File: config.mk
export PLATFORM = sky130hd
export DESIGN_NAME = gf_mult_seq_flat
export DESIGN_NICKNAME = d
export VERILOG_FILES = /design/src/rtl/gf_mult_seq_if.sv /design/src/rtl/gf_mult_seq.sv /design/src/flat_wrapper.sv
export SDC_FILE = /design/constraint.sdc
export NUM_CORES = 1
export LEC_CHECK = 0
export ABC_AREA = 1
export BUFFER_PORTS_ARGS = -buffer_cell sky130_fd_sc_hd__buf_2
export CORE_MARGIN = 4
export CORE_UTILIZATION = 50
export DETAILED_ROUTE_END_ITERATION = 10
export GPL_TIMING_DRIVEN = 0
export PLACE_DENSITY = 0.85
export SLEW_MARGIN = 20
export SYNTH_ARGS = -nofsm -noshare
export SYNTH_HDL_FRONTEND = slang
export SYNTH_SLANG_ARGS = --single-unit
export TNS_END_PERCENT = 30
File: constraint.sdc
create_clock -name clk -period 1.06 [get_ports clk]
set_input_delay 0.212 -clock clk [delete_from_list [all_inputs] [get_ports clk]]
set_output_delay 0.212 -clock clk [all_outputs]
set_load 0.1 [all_outputs]
File: src/rtl/gf_mult_seq_if.sv
// Operand/result handshake bundle for the sequential GF(2^WIDTH) multiplier.
// master drives operands and result acceptance; slave is the multiplier.
interface gf_mult_seq_if #(
  parameter int WIDTH = 8
);
  logic             in_valid;
  logic             in_ready;
  logic [WIDTH-1:0] a;
  logic [WIDTH-1:0] b;
  logic             out_valid;
  logic             out_ready;
  logic [WIDTH-1:0] p;

  modport master (
    output in_valid, a, b, out_ready,
    input  in_ready, out_valid, p
  );

  modport slave (
    input  in_valid, a, b, out_ready,
    output in_ready, out_valid, p
  );
endinterface

File: src/rtl/gf_mult_seq.sv
// Shift-and-add GF(2^WIDTH) multiplier, one bit of b per clock; out_valid WIDTH cycles after accept.
// Result is held in DONE until out_ready; in_ready/out_valid are pure state decodes.
module gf_mult_seq #(
  parameter int               WIDTH = 8,
  parameter logic [WIDTH-1:0] POLY  = WIDTH'(8'h1B)
) (
  input  logic         clk,
  input  logic         rst,
  gf_mult_seq_if.slave io_if
);

  localparam int            CW   = $clog2(WIDTH + 1);
  localparam logic [CW-1:0] LAST = CW'(WIDTH - 1);

  typedef enum logic [1:0] {S_IDLE, S_RUN, S_DONE} state_t;

  state_t           r_state;
  state_t           w_state_nxt;
  logic [WIDTH-1:0] r_a;
  logic [WIDTH-1:0] r_b;
  logic [WIDTH-1:0] r_acc;
  logic [WIDTH-1:0] r_p;
  logic [CW-1:0]    r_cnt;

  logic [WIDTH-1:0] w_acc_nxt;
  logic [WIDTH-1:0] w_a_nxt;
  logic             w_last;

  // Carry-out of the shift is the pre-shift MSB; reduction happens in the same cycle.
  assign w_acc_nxt = r_b[0] ? (r_acc ^ r_a) : r_acc;
  assign w_a_nxt   = {r_a[WIDTH-2:0], 1'b0} ^ (r_a[WIDTH-1] ? POLY : '0);
  assign w_last    = (r_cnt == LAST);

  always_ff @(posedge clk or posedge rst) begin
    if (rst) begin
      r_state <= S_IDLE;
    end else begin
      r_state <= w_state_nxt;
    end
  end

  always_comb begin
    w_state_nxt = r_state;
    case (r_state)
      S_IDLE:  if (io_if.in_valid)  w_state_nxt = S_RUN;
      S_RUN:   if (w_last)          w_state_nxt = S_DONE;
      S_DONE:  if (io_if.out_ready) w_state_nxt = S_IDLE;
      default:                      w_state_nxt = S_IDLE;
    endcase
  end

  always_ff @(posedge clk or posedge rst) begin
    if (rst) begin
      r_a   <= '0;
      r_b   <= '0;
      r_acc <= '0;
      r_cnt <= '0;
      r_p   <= '0;
    end else begin
      case (r_state)
        S_IDLE: begin
          if (io_if.in_valid) begin
            r_a   <= io_if.a;
            r_b   <= io_if.b;
            r_acc <= '0;
            r_cnt <= '0;
          end
        end
        S_RUN: begin
          r_acc <= w_acc_nxt;
          r_a   <= w_a_nxt;
          r_b   <= r_b >> 1;
          r_cnt <= r_cnt + 1'b1;
          if (w_last) r_p <= w_acc_nxt;
        end
        default: begin
        end
      endcase
    end
  end

  assign io_if.in_ready  = (r_state == S_IDLE);
  assign io_if.out_valid = (r_state == S_DONE);
  assign io_if.p         = r_p;

endmodule
File: src/flat_wrapper.sv
// flat-port wrapper written by rule: the top's interface ports become plain ports
module gf_mult_seq_flat 
#(
  parameter int               WIDTH = 8,
  parameter logic [WIDTH-1:0] POLY  = WIDTH'(8'h1B)
)
  (clk, rst, io_if_in_valid, io_if_a, io_if_b, io_if_out_ready, io_if_in_ready, io_if_out_valid, io_if_p);
  gf_mult_seq_if #(.WIDTH(WIDTH)) io_if_i ();
  input  logic clk;
  input  logic rst;
  input wire logic [$bits(io_if_i.in_valid)-1:0] io_if_in_valid;
  input wire logic [$bits(io_if_i.a)-1:0] io_if_a;
  input wire logic [$bits(io_if_i.b)-1:0] io_if_b;
  input wire logic [$bits(io_if_i.out_ready)-1:0] io_if_out_ready;
  output wire logic [$bits(io_if_i.in_ready)-1:0] io_if_in_ready;
  output wire logic [$bits(io_if_i.out_valid)-1:0] io_if_out_valid;
  output wire logic [$bits(io_if_i.p)-1:0] io_if_p;
  assign io_if_i.in_valid = io_if_in_valid;
  assign io_if_i.a = io_if_a;
  assign io_if_i.b = io_if_b;
  assign io_if_i.out_ready = io_if_out_ready;
  assign io_if_in_ready = io_if_i.in_ready;
  assign io_if_out_valid = io_if_i.out_valid;
  assign io_if_p = io_if_i.p;
  gf_mult_seq #(.WIDTH(WIDTH), .POLY(POLY)) u_core (.clk(clk), .rst(rst), .io_if(io_if_i));
endmodule
**Word-level counts from Yosys, hierarchy flattened**

Cells that the tools add are included.
Widths: inputs -> output; s select.

- Add/sub/neg operators: 1
- Multipliers: 0
- Div/mod/pow operators: 0
- $lt $le $gt $ge: 0
- Eq/ne operators: 6
- Shift-type cells: 0
- Multiplexer cells: 14
- Bitwise logic cells: 2
- Reduce and logical (&&, ||, !) cells: 5

Operator list:

| cell | number |
|---|---|
| $pmux 8 s2 | 3 |
| $mux 8 | 4 |
| $xor 8x8->8 | 2 |
| $pmux 4 s2 | 1 |
| $mux 2 | 3 |
| $pmux 2 s3 | 1 |
| $mux 5 | 1 |
| $add 4x1->4 const B | 1 |
| $eq 4x3->1 const B | 1 |
| $mux 4 | 1 |
| $ne 2x2->1 const B | 2 |
| $reduce_and 2->1 | 2 |
| $reduce_and 3->1 | 1 |
| $eq 2x1->1 const B | 1 |
| $eq 2x2->1 const B | 1 |
| $logic_not 2->1 | 1 |
| $ne 2x1->1 const B | 1 |
| $reduce_bool 2->1 | 1 |

- Flip-flop bits (word level): 38
- Latch bits: 0
- Bits in writable memories: 0
- Memory bits (read-only): 0
- Bits of input ports: 20
- Output and inout bits: 10
- Logic and storage cells: 34
- Memories kept: 0

**Longest topological paths before layout**

- Word-level depth: 3
- Mapped depth: 8
- Depth with buffers taken out: 6

**Least setup slack after synthesis**

Ideal clock, no wire load.

- Path type: register to output
- Start point: register u_core.r_state[1]
- End point: output io_if_out_valid
- Arrival: 1,773 ps
- Data required time: 848 ps
- Setup slack: -925 ps
- Stages on the path, launching flop included: 3
- Path buffers: 0
- Cell sequence: dfrtp_1 inv_2 nor2_1

- Longest elaborated chain between the ends: 1

Ends and longest elaborated chain:

| what | RTL line | RTL |
|---|---|---|
| from (decl) | gf_mult_seq.sv:17 | `state_t r_state;` |
| from (signal assigned) | gf_mult_seq.sv:38 | `r_state <= w_state_nxt;` |
| $eq 2x2->1 | gf_mult_seq.sv:83 | `assign io_if.out_valid = (r_state == S_DONE);` |
| to (decl) | flat_wrapper.sv:16 | `output wire logic [$bits(io_if_i.out_valid)-1:0] io_if_out_valid;` |

Every way passes these cells.

**Final worst setup path**

- Start point: register u_core.r_state[0]
- End point: output io_if_in_ready

- Longest elaborated chain between the ends: 1

Ends and longest elaborated chain:

| what | RTL line | RTL |
|---|---|---|
| $logic_not 2->1 | gf_mult_seq.sv:82 | `assign io_if.in_ready = (r_state == S_IDLE);` |
| to (decl) | flat_wrapper.sv:15 | `output wire logic [$bits(io_if_i.in_ready)-1:0] io_if_in_ready;` |

Every way passes these cells.

==> impl_metrics.ini <==
[status]
status = finished with violations
violations = setup timing

[global_route]
grt_max_degree = 29
use_met3_pct = 5.324
antenna_found_initial = 0
grt-ovfl-total = 0
grt_pass1_vias = 1799
grt_use_met2_pct = 38.09
grt_first_pass_wirelength_mm = 8.638
top_usage_layer = met2
grtUsageTotal_pct = 22.41
use_met1_pct = 28.15

[pwr]
powerDensity_mw_per_mm2 = 3340
power_mw = 9.170
leakage_nw = 1.393
power.switching_mw = 4.477
pwr-share-seq_pct = 30.5
irDropWorstVdd_mv = 1.514
switching_share_pct = 48.82
intPower_mw = 4.693
clkPwrFrac_pct = 11.5
pwr-share-comb_pct = 58.0

[route]
vias_per_cell = 5.625
drtIter0Drc = 150
routed_wl_mm = 5.556
ant_nets = 0
drc = 0
drt_pass1_iterations = 4
vias = 1935
drt-wirelength-per-cell_um = 16.15

[clocking]
cts_buffers = 5
clk_pin_slew_worst_paths_ps = 80
cts_root_buf = clkbuf_8
worstSkewPairLatency_ps = 300
cts_tree = done
cts.sinks = 38
cts-htree-levels = 2
clockBufferDepth = 2

[place]
dpl.hpwl_mm = 3.309
place_congestion = 0.8151
dp_slack_ps = -465.8
post-place-cells = 324
io_buffers = 28
post_dp_cell_area_mm2 = 0.002236

[sta]
clock_skew_ps = 8.218
fin_crit_ps = 1407
hold_violations = 0
max_slew_margin_pct = 79.37
period_share_pct = 132.7
clock.fmax_mhz = 710.9
fin_tns_setup_ps = -8796
worst_slack_ps = -346.6
setup_viol = 48
timing_worst_slew_pin_value_ps = 308.7
drv_slew = 0
rsz0062_at_grt = true

[worst_setup_path]
required_ps = 850
critical_path.startpoint_type = flip-flop
critical_path_class = reg2out
cp.arrival_ps = 1190
end_kind = primary output
cp_max_fo = 2

[floorplanning]
io_pins = 30
start_util_pct = 52.27
coreArea_mm2 = 0.003689
die_w_um = 70.10
dieArea_mm2 = 0.004914
core.rowCount = 22
die_h_um = 70.10

[synthesis]
synthCells = 247
synth_nets = 268
yosysWarnings = 0
syn_area_mm2 = 0.001928
seq_area_frac_synth_pct = 49.32
synth_seq_cells = 38
yosys.area.top_type_share_pct = 49.32
synth_area_leaders = dfrtp_1 (49%), nand3_1 (18%), nand2_1 (15%), inv_1 (3.9%), buf_4 (3.1%)
yosysTopAreaCell = dfrtp_1
synthDistinctLibCells = 19
syn_avg_cell_area_um2 = 7.806

[finish]
stdcell_count = 344
final_cell_mix = nand2_1 (61), nand3_1 (50), dfrtp_1 (28)
n_antenna_cell = 0
final_common_cell = nand2_1
synthToLayoutAreaGrowth_pct = 42.37
drive_above_1_share_pct = 39.86
final_nets = 316
final_area_mm2 = 0.002745

[hold_path]
holdCritPathClass = in2reg

[flow_run]
maxCapViolCount = 0
## routing by layer
metal  vias to the layer above  routed length (µm)
li1                        901                   -
met1                       947                2246
met2                        73                2918
met3                        14                 270
met4                         0                 120
met5                         -                   0
## state kept, by name, summed over array words and instances, names as in the netlist
register        flops
u_core.io_if.p      8
u_core.r_a          8
u_core.r_acc        8
u_core.r_b          8
u_core.r_cnt        4
u_core.r_state      2
## worst max-delay path, cell delays in order, from the launching register on
cell	delay, ps
dfrtp_2	450
nor2_4	170
buf_12	120
buf_12	160
## power by group through the flow
stage               clock network [mW]  logic (mW)  registers [mW]
floorplan                            0        2.25            3.56
global placement                     0        3.86            2.65
detailed placement                   0        3.99            2.69
CTS                               1.06        4.77            2.68
global route                      1.12        5.72            2.87
finish                            1.06        5.32            2.80
## final cells by class
class	instances	area, µm²
buffer	13	122.6
clock inverter	1	5.005
clock buffer	7	86.33
inverter	22	87.58
tap	48	60.06
fill	271	943.4
multi-input combinational	175	1002
timing repair buffer	40	417.9
sequential	38	963.4
## timing repair
item | in CTS | in global routing
setup endpoints to repair | 48 | 48
gates resized for setup | 38 | 42
setup buffers | 8 | 1
cloned | 1 | 1
hold endpoints to repair | 10 | 0
pin swaps | 11 | 14
hold buffers | 1 | 0
## worst paths after layout
check / cells past startpoint / end / from / slack, ps
min in group asynchronous: 3 / u_core.r_cnt[3] / rst / 390
min reg2reg: 2 / u_core.r_b[0] / u_core.r_b[1] / 480
max reg2reg: 8 / u_core.r_a[1] / u_core.r_state[0] / -310
max in group asynchronous: 4 / u_core.io_if.p[0] / rst / 230
max: 3 / io_if_in_ready / u_core.r_state[0] / -350
min: 2 / u_core.r_state[1] / io_if_out_ready / 100
## kinds of logic (layout without fill, tap and decap cells)
logic type | count (synthesis) | after routing | synth area share [%]
AO/OA/AOI/OAI | 12 | 12 | 3.245
AND/OR/NAND/NOR | 161 | 162 | 37.83
buffers and inverters | 35 | 83 | 8.955
flip-flops | 38 | 38 | 49.32
adder cells (fa/ha/maj) | 1 | 1 | 0.6488
## stage by stage
stage	utilization, %	hold slack [ps]
final	74.42	102.9
after detailed placement	60.62	158.0
after CTS	69.64	85.93
after floorplan	-	305.1
after global placement	60.07	394.6
after global routing	74.42	117.3
## synthesized netlist by cell type, drive strengths merged
cell type and instances:
ha 1, nand2 80, clkbuf 1, inv 22, nand3 70, o31ai 1
o21ai 11, nand4 1, nor2 10, buf 12, dfrtp 38
No activity file was read; power rests on OpenSTA's default activity.
